===== config.mk =====
export PLATFORM = sky130hd
export DESIGN_NAME = uart_debug_ctrl_flat
export DESIGN_NICKNAME = d
export VERILOG_FILES = /design/src/rtl/aap_debug_pkg.sv /design/src/rtl/uart_debug_ctrl_if.sv /design/src/rtl/uart_debug_ctrl.sv /design/src/flat_wrapper.sv
export SDC_FILE = /design/constraint.sdc
export NUM_CORES = 1
export LEC_CHECK = 0
export ABC_CLOCK_PERIOD_IN_PS = 2200
export BUFFER_PORTS_ARGS = -buffer_cell sky130_fd_sc_hd__buf_2
export CAP_MARGIN = 20
export CORE_MARGIN = 2
export CORE_UTILIZATION = 40
export CTS_CLUSTER_SIZE = 25
export DETAILED_ROUTE_END_ITERATION = 8
export PLACE_DENSITY = 0.66
export REMOVE_ABC_BUFFERS = 1
export SETUP_SLACK_MARGIN = 0.2
export SYNTH_ARGS = -nofsm -noshare
export SYNTH_HDL_FRONTEND = slang
export SYNTH_SLANG_ARGS = --single-unit

===== constraint.sdc =====
create_clock -name clock -period 2.2 [get_ports clock]
set_input_delay 0.44 -clock clock [delete_from_list [all_inputs] [get_ports clock]]
set_output_delay 0.44 -clock clock [all_outputs]
set_load 0.05 [all_outputs]

===== src/rtl/aap_debug_pkg.sv =====
// Shared constants for the UART debug controller: command/response bytes,
// FSM state encoding and the default GET_COUNT timeout.
package aap_debug_pkg;

  localparam logic [7:0] CMD_STOP  = 8'h53;  // 'S'
  localparam logic [7:0] CMD_CONT  = 8'h43;  // 'C'
  localparam logic [7:0] CMD_RESET = 8'h52;  // 'R'
  localparam logic [7:0] CMD_PC    = 8'h50;  // 'P'
  localparam logic [7:0] CMD_STEP  = 8'h4E;  // 'N'

  localparam logic [7:0] RESP_ACK  = 8'h2B;  // '+'
  localparam logic [7:0] RESP_NAK  = 8'h3F;  // '?'

  localparam int DEFAULT_TIMEOUT = 1023;
  localparam int CNT_W           = 10;

  typedef enum logic [1:0] {
    ST_IDLE      = 2'd0,
    ST_GET_COUNT = 2'd1,
    ST_RESP      = 2'd2
  } state_e;

endpackage


===== src/rtl/uart_debug_ctrl_if.sv =====
// Signal bundle between the UART/core side and the debug controller.
interface uart_debug_ctrl_if;
  logic [7:0] rx_data;
  logic       rx_valid;
  logic       tx_ready;
  logic [5:0] programcounter;
  logic       nop_stop;
  logic       uart_stop;
  logic       uart_continue;
  logic       uart_reset;
  logic       uart_step_enable;
  logic [5:0] uart_step_volume;
  logic [7:0] tx_data;
  logic       tx_valid;
  logic       halted;
  logic       rx_overrun;

  modport master (
    input  rx_data, rx_valid, tx_ready, programcounter, nop_stop,
    output uart_stop, uart_continue, uart_reset, uart_step_enable,
           uart_step_volume, tx_data, tx_valid, halted, rx_overrun
  );

  modport slave (
    output rx_data, rx_valid, tx_ready, programcounter, nop_stop,
    input  uart_stop, uart_continue, uart_reset, uart_step_enable,
           uart_step_volume, tx_data, tx_valid, halted, rx_overrun
  );
endinterface


===== src/rtl/uart_debug_ctrl.sv =====
// UART debug command decoder: one-byte commands become one-cycle fetch-control
// pulses, each answered by a single response byte held until accepted.
module uart_debug_ctrl
  import aap_debug_pkg::*;
#(
  parameter int TIMEOUT = DEFAULT_TIMEOUT
) (
  input logic             clock,
  input logic             reset,
  uart_debug_ctrl_if.master dbg
);

  localparam logic [CNT_W-1:0] TO_LAST = CNT_W'(TIMEOUT - 1);

  state_e           state_q, state_d;
  logic [CNT_W-1:0] cnt_q, cnt_d;
  logic             stop_q, stop_d, cont_q, cont_d, rst_q, rst_d, step_q, step_d;
  logic [5:0]       vol_q, vol_d;
  logic [7:0]       tx_data_q, tx_data_d;
  logic             tx_valid_q, tx_valid_d;
  logic             halted_q, halted_d;
  logic             ovr_q, ovr_d;
  logic             go_resp;
  logic [7:0]       resp;

  always_comb begin
    state_d    = state_q;
    cnt_d      = '0;
    stop_d     = 1'b0;
    cont_d     = 1'b0;
    rst_d      = 1'b0;
    step_d     = 1'b0;
    vol_d      = '0;
    tx_data_d  = tx_data_q;
    tx_valid_d = tx_valid_q;
    halted_d   = halted_q;
    ovr_d      = ovr_q;
    go_resp    = 1'b0;
    resp       = RESP_NAK;

    case (state_q)
      ST_IDLE: begin
        if (dbg.rx_valid) begin
          go_resp = 1'b1;
          resp    = RESP_ACK;
          case (dbg.rx_data)
            CMD_STOP:  begin stop_d = 1'b1; halted_d = 1'b1; end
            CMD_CONT:  begin cont_d = 1'b1; halted_d = 1'b0; end
            CMD_RESET: begin rst_d  = 1'b1; halted_d = 1'b1; end
            CMD_PC:    resp = {2'b00, dbg.programcounter};
            CMD_STEP:  begin go_resp = 1'b0; state_d = ST_GET_COUNT; end
            default:   resp = RESP_NAK;
          endcase
        end
      end
      ST_GET_COUNT: begin
        if (dbg.rx_valid) begin
          go_resp = 1'b1;
          if (dbg.rx_data[7:6] == 2'b00 && dbg.rx_data[5:0] != 6'd0) begin
            step_d = 1'b1;
            vol_d  = dbg.rx_data[5:0];
            resp   = RESP_ACK;
          end
        end else if (cnt_q == TO_LAST) begin
          go_resp = 1'b1;
        end else begin
          cnt_d = cnt_q + 1'b1;
        end
      end
      ST_RESP: begin
        // Bytes arriving while a response is pending are never decoded,
        // including on the cycle the response is accepted.
        if (dbg.rx_valid) ovr_d = 1'b1;
        if (dbg.tx_ready) begin
          tx_valid_d = 1'b0;
          state_d    = ST_IDLE;
        end
      end
      default: state_d = ST_IDLE;
    endcase

    if (go_resp) begin
      state_d    = ST_RESP;
      tx_valid_d = 1'b1;
      tx_data_d  = resp;
    end

    // A core self-halt overrides a concurrent continue.
    if (dbg.nop_stop) halted_d = 1'b1;
  end

  always_ff @(posedge clock or posedge reset) begin
    if (reset) begin
      state_q    <= ST_IDLE;
      cnt_q      <= '0;
      stop_q     <= 1'b0;
      cont_q     <= 1'b0;
      rst_q      <= 1'b0;
      step_q     <= 1'b0;
      vol_q      <= '0;
      tx_data_q  <= 8'h00;
      tx_valid_q <= 1'b0;
      halted_q   <= 1'b1;
      ovr_q      <= 1'b0;
    end else begin
      state_q    <= state_d;
      cnt_q      <= cnt_d;
      stop_q     <= stop_d;
      cont_q     <= cont_d;
      rst_q      <= rst_d;
      step_q     <= step_d;
      vol_q      <= vol_d;
      tx_data_q  <= tx_data_d;
      tx_valid_q <= tx_valid_d;
      halted_q   <= halted_d;
      ovr_q      <= ovr_d;
    end
  end

  assign dbg.uart_stop        = stop_q;
  assign dbg.uart_continue    = cont_q;
  assign dbg.uart_reset       = rst_q;
  assign dbg.uart_step_enable = step_q;
  assign dbg.uart_step_volume = vol_q;
  assign dbg.tx_data          = tx_data_q;
  assign dbg.tx_valid         = tx_valid_q;
  assign dbg.halted           = halted_q;
  assign dbg.rx_overrun       = ovr_q;

endmodule


===== src/flat_wrapper.sv =====
// flat-port wrapper written by rule: the top's interface ports become plain ports
module uart_debug_ctrl_flat import aap_debug_pkg::*;
#(
  parameter int TIMEOUT = DEFAULT_TIMEOUT
)
  (clock, reset, dbg_rx_data, dbg_rx_valid, dbg_tx_ready, dbg_programcounter, dbg_nop_stop, dbg_uart_stop, dbg_uart_continue, dbg_uart_reset, dbg_uart_step_enable, dbg_uart_step_volume, dbg_tx_data, dbg_tx_valid, dbg_halted, dbg_rx_overrun);
  uart_debug_ctrl_if dbg_i ();
  input logic clock;
  input logic reset;
  input wire logic [$bits(dbg_i.rx_data)-1:0] dbg_rx_data;
  input wire logic [$bits(dbg_i.rx_valid)-1:0] dbg_rx_valid;
  input wire logic [$bits(dbg_i.tx_ready)-1:0] dbg_tx_ready;
  input wire logic [$bits(dbg_i.programcounter)-1:0] dbg_programcounter;
  input wire logic [$bits(dbg_i.nop_stop)-1:0] dbg_nop_stop;
  output wire logic [$bits(dbg_i.uart_stop)-1:0] dbg_uart_stop;
  output wire logic [$bits(dbg_i.uart_continue)-1:0] dbg_uart_continue;
  output wire logic [$bits(dbg_i.uart_reset)-1:0] dbg_uart_reset;
  output wire logic [$bits(dbg_i.uart_step_enable)-1:0] dbg_uart_step_enable;
  output wire logic [$bits(dbg_i.uart_step_volume)-1:0] dbg_uart_step_volume;
  output wire logic [$bits(dbg_i.tx_data)-1:0] dbg_tx_data;
  output wire logic [$bits(dbg_i.tx_valid)-1:0] dbg_tx_valid;
  output wire logic [$bits(dbg_i.halted)-1:0] dbg_halted;
  output wire logic [$bits(dbg_i.rx_overrun)-1:0] dbg_rx_overrun;
  assign dbg_i.rx_data = dbg_rx_data;
  assign dbg_i.rx_valid = dbg_rx_valid;
  assign dbg_i.tx_ready = dbg_tx_ready;
  assign dbg_i.programcounter = dbg_programcounter;
  assign dbg_i.nop_stop = dbg_nop_stop;
  assign dbg_uart_stop = dbg_i.uart_stop;
  assign dbg_uart_continue = dbg_i.uart_continue;
  assign dbg_uart_reset = dbg_i.uart_reset;
  assign dbg_uart_step_enable = dbg_i.uart_step_enable;
  assign dbg_uart_step_volume = dbg_i.uart_step_volume;
  assign dbg_tx_data = dbg_i.tx_data;
  assign dbg_tx_valid = dbg_i.tx_valid;
  assign dbg_halted = dbg_i.halted;
  assign dbg_rx_overrun = dbg_i.rx_overrun;
  uart_debug_ctrl #(.TIMEOUT(TIMEOUT)) u_core (.clock(clock), .reset(reset), .dbg(dbg_i));
endmodule

# ---- Word level (Yosys, flattened, before mapping)
# Cells that the tools add are included.
dict set report totals {
  reg_bits 33
  out_inout_bits 21
  wordCells 79
}
dict set report op_classes {
  n_addsub 1
  eq_ne 12
  mux 40
  reduce_logical 15
}
# cell count
set ops {}
lappend ops {{$eq 8x7->1 const B} 5}
lappend ops {{$mux 10} 3}
lappend ops {{$mux 1} 22}
lappend ops {{$mux 6} 3}
lappend ops {{$mux 8} 2}
lappend ops {{$pmux 8 s2} 1}
lappend ops {{$pmux 6 s2} 1}
lappend ops {{$add 10x1->10 const B} 1}
lappend ops {{$eq 10x10->1 const B} 1}
lappend ops {{$mux 2} 4}
lappend ops {{$reduce_bool 2->1} 4}
lappend ops {{$ne 3x2->1 const B} 2}
lappend ops {{$pmux 2 s3} 1}
lappend ops {{$reduce_bool 6->1} 1}
lappend ops {{$mux 5} 1}
lappend ops {{$logic_not 2->1} 2}
lappend ops {{$pmux 1 s2} 2}
lappend ops {{$reduce_and 2->1} 2}
lappend ops {{$reduce_and 4->1} 1}
lappend ops {{$reduce_or 4->1} 1}
lappend ops {{$ne 3x1->1 const B} 1}
lappend ops {{$reduce_and 3->1} 1}
lappend ops {{$reduce_bool 3->1} 1}
lappend ops {{$eq 2x1->1 const B} 1}
lappend ops {{4 further kinds} 4}

# ---- Logic depth before layout (Yosys ltp)
dict set report depth {
  ltp_word 6
  mapped_depth 7
}

# ---- Worst setup path after synthesis
# OpenSTA, ideal clock, no wires.
dict set report synth_timing {
  path_type {in2reg}
  startpoint {input dbg_rx_data[4]}
  endpoint {register u_core.tx_data_q[2] (netlist: u_core.dbg.tx_data[2])}
  setup_time_ps 125
  t_arrival_ps 1510
  t_required_ps 2075
  slack_ps 565
  stages 5
  n_path_buf 1
  cell_sequence {buf_2 -> or2_0 -> nor3_4 -> o22ai_4 -> mux2_4}
}
dict set report synth_via {
  elab_chain_cells 5
  word_cells_on_any_way 16
  classes_between {eq/ne: 5; mux: 8; reduce/logical: 3}
}
# element line
set synth_lines {}
lappend synth_lines {{from (decl)} flat_wrapper.sv:10} ;# input wire logic [$bits(dbg_i.rx_data)-1:0] dbg_rx_data;
lappend synth_lines {{$eq 8x7->1 / $reduce_bool 6->1 (equally long branches)} {uart_debug_ctrl.sv:46, uart_debug_ctrl.sv:59}}
lappend synth_lines {{$reduce_or 4->1 (no line) / $logic_and 1x1->1 (equally long branches)} --}
lappend synth_lines {{$pmux 6 s2 / $mux 5 (equally long branches)} {uart_debug_ctrl.sv:46, uart_debug_ctrl.sv:59}}
lappend synth_lines {{$mux 8, on equally long branches} {uart_debug_ctrl.sv:43, uart_debug_ctrl.sv:57}}
lappend synth_lines {{$pmux 8 s2} uart_debug_ctrl.sv:41} ;# case (state_q)
lappend synth_lines {{to (signal assigned)} uart_debug_ctrl.sv:113} ;# tx_data_q <= tx_data_d;
lappend synth_lines {{to (decl)} uart_debug_ctrl.sv:19} ;# logic [7:0] tx_data_q, tx_data_d;
# Parallel ways exist; a longest one is shown, timed or not.
# A chain may end at the register's enable or synchronous reset.

# ---- Final worst setup path
dict set report layout_timing {
  startpoint {register u_core.cnt_q[0]}
  endpoint {register u_core.tx_data_q[2] (netlist: u_core.dbg.tx_data[2])}
}
dict set report layout_via {
  elab_chain_cells 4
}
# element line
set layout_lines {}
lappend layout_lines {{from (decl)} uart_debug_ctrl.sv:16} ;# logic [CNT_W-1:0] cnt_q, cnt_d;
lappend layout_lines {{from (signal assigned)} uart_debug_ctrl.sv:107} ;# cnt_q <= cnt_d;
lappend layout_lines {{$eq 10x10->1} uart_debug_ctrl.sv:64} ;# end else if (cnt_q == TO_LAST) begin
lappend layout_lines {{$mux 1} uart_debug_ctrl.sv:64}
lappend layout_lines {{$mux 1} uart_debug_ctrl.sv:57} ;# if (dbg.rx_valid) begin
lappend layout_lines {{$pmux 1 s2} uart_debug_ctrl.sv:41}
# No other way between the ends.

==> impl_metrics.toml <==
[outcome]
outcome = "finished clean"

[synthesis]
ys_top_cells_by_area = "dfrtp_1 (52%), nor2_1 (3.9%), xor2_1 (3.7%), and2_2 (3.1%), nand4_1 (3.1%)"
async_flop_share_pct = 100
yosysTopAreaCell = "dfrtp_1"
synthCells = 121
synth.most_common_cell = "dfrtp_1"
avgSynthCellArea_um2 = 11.8
synthFlopType = "dfrtp_1"
synth_top_area_share_pct = 52.4
yosysWarnings = 0
synthTopCellsByCount = "dfrtp_1 (30), nor2_1 (15), nand4_1 (7), and2_2 (6), xor2_1 (6)"
ys_seq_elements = 31
yosysSeqAreaShare_pct = 54.3
synth_enable_flop_cells = 0
ys_types = 40
synthesis.area_um2 = 1430

[pwr]
vdd_ir_drop_max_mv = 0.298
power.leakage_uw = 0.000788
power.density_nw_per_um2 = 615
p_total_uw = 1070

[routing]
wl_um = 2600
viasPerCell = 4.89
drtAntennaViolNets = 0
drc_errors = 0
initialDrtViolationCount = 29
wl_per_cell_um = 12.3
num_vias = 1031
dr.pass1.iters = 4

[clock_tree]
insertion_delay_ns = 0.32
cts_tree = "done"
clock_path_buffers = 2
cts.sinks = 31
cts-resized-gates = 0
post_cts_buffers = 0
numCtsBuffers = 5
cts_hold_buf = 0
cts_max_level = 2
root_buffer = "clkbuf_4"
clkTransAtPathRegs_ns = 0.09

[placement]
placed_area_um2 = 1670
portBuffers = 37
gp_congestion = 0.770
post-place-ws_ns = 0.411
dp_hpwl_um = 1970

[setup_path]
end_kind = "flip-flop"
path_buf_inv = 1
r2r_end = "u_core.dbg.tx_data[2]"
worstPathMaxFanout = 8
crit_family = "compound AO/OA/AOI/OAI gates"
start_kind = "flip-flop"
max_stage_delay_ns = 0.41
r2r_start = "u_core.cnt_q[0]"
worst-setup-path-type = "reg2reg"
required_ns = 2.41
rrSetupSlack_ns = 0.48
reg2reg_depth = 6
cpMaxStageDelayCell = "dfrtp_1"
crit_chain = "inv_1, ha_1, and4_1, a31oi_2, o22ai_4, mux2_4"
worstPathArrival_ns = 1.93

[floorplan]
initial_core_util_pct = 42.2
ios = 40
die_x_um = 63.8
die_h_um = 63.8
coreArea_um2 = 3390
die_area_um2 = 4070
rows = 21

[grt]
grt_pass1_wl_um = 4450
grt_pass1_vias = 1035
antenna_found_initial = 0
grt_max_degree = 32
grt_util_all_layers_pct = 14.4
grt.overflow.total = 0

[timing]
rsz0062_at_grt = "no"
setup_tns_ns = 0
setup_viol = 0
min_period_ns = 1.72
maxSlewViolCount = 0
finalHoldViolCount = 0
fin_ws_ns = 0.481
period_share_pct = 78.2
hold_ws_ns = 0.177
final.setup_skew_ns = 0.00596
fmax_mhz = 582

[cells_and_area]
stdcell_area_um2 = 1740
syn2layout_area_growth_pct = 21.4
diodes = 0
fillers = 311
area.sequential_um2 = 777
drive_gt1_share_pct = 38.8
multi_input_area_um2 = 619
fin_nets = 185

[worst_hold_path]
hp-class = "in2async"

[run]
cap_violations = 0
-- tightest hold or removal path, cell delays in order --
cell and delay [ns]:
buf_2 0.10, inv_1 0.04, buf_4 0.33
-- cell usage in the layout, fill, tap and decap left out, drive strengths merged, types with 2 or more instances in the layout --
cell / synthesis / layout
and4: 4 / 4
inv: 4 / 4
nand4: 7 / 7
xnor2: 2 / 2
conb: 1 / 2
buf: 3 / 39
nor2: 16 / 16
o22a: 4 / 4
nand3: 4 / 4
and2: 6 / 6
a31oi: 3 / 3
dfrtp: 30 / 30
or3b: 3 / 3
xor2: 6 / 6
ha: 2 / 2
nor3: 3 / 3
clkbuf: 1 / 8
mux2: 2 / 2
a21o: 3 / 3
nand2: 3 / 3
-- power breakdown --
part           internal [uW]  switching [uW]  leakage (uW)
sequential               577            6.62      0.000388
combinational           37.1            74.5      0.000362
clock                    188             185     0.0000386
total                    802             266      0.000788
-- routing by layer --
metal | share of wire, % | wire, um | track usage (%)
met5 | 0 | 0 | 0
met4 | 1.0 | 27 | 6.25
met3 | 5.9 | 154 | 5.11
met2 | 53 | 1370 | 25.7
met1 | 40 | 1050 | 15.0
-- cell families after synthesis --
logic type | after synthesis | synth area share [%]
flip-flops | 31 | 54.3
XOR/XNOR | 8 | 4.90
AO/OA/AOI/OAI | 16 | 10.5
adder cells (fa/ha/maj) | 2 | 1.75
AND/OR/NAND/NOR | 53 | 23.5
other | 1 | 0.262
buffers and inverters | 8 | 2.71
multiplexers | 2 | 2.10
-- cell type report --
type                            instances  area share (%)
Multi-Input combinational cell         83            35.6
Sequential cell                        31            44.7
Timing Repair Buffer                   39            11.5
Inverter                                4           0.864
Tap cell                               46            3.31
Clock buffer                            8            3.96
-- per-stage QoR --
stage | utilization [%] | cells
final | 51.3 | 211
after global routing | 51.3 | 211
after CTS | 51.3 | 211
after detailed placement | 49.2 | 203
after global placement | 49.2 | 203
after floorplan | - | 118
-- sequential cells by signal (all words and copies together), names as in the netlist --
signal / count
u_core.cnt_q: 10
u_core.dbg.halted: 1
u_core.dbg.rx_overrun: 1
u_core.dbg.tx_data: 6
u_core.dbg.tx_valid: 1
u_core.dbg.uart_continue: 1
u_core.dbg.uart_reset: 1
u_core.dbg.uart_step_enable: 1
u_core.dbg.uart_step_volume: 6
u_core.dbg.uart_stop: 1
u_core.state_q: 2
-- worst max-delay path by stage --
| stage | from | to | slack, ns | cells past startpoint |
|---|---|---|---|---|
| global route | u_core.cnt_q[0] | u_core.cnt_q[8] | 0.34 | 6 |
| floorplan | dbg_rx_data[5] | u_core.dbg.tx_data[2] | 0.57 | 4 |
| detailed placement | dbg_rx_data[5] | u_core.dbg.tx_data[2] | 0.41 | 5 |
| finish | u_core.cnt_q[0] | u_core.dbg.tx_data[2] | 0.48 | 6 |
| CTS | u_core.cnt_q[0] | u_core.dbg.tx_data[2] | 0.47 | 6 |
| global placement | dbg_rx_data[5] | u_core.dbg.tx_data[4] | 0.43 | 5 |
No activity file was read; power rests on OpenSTA's default activity.
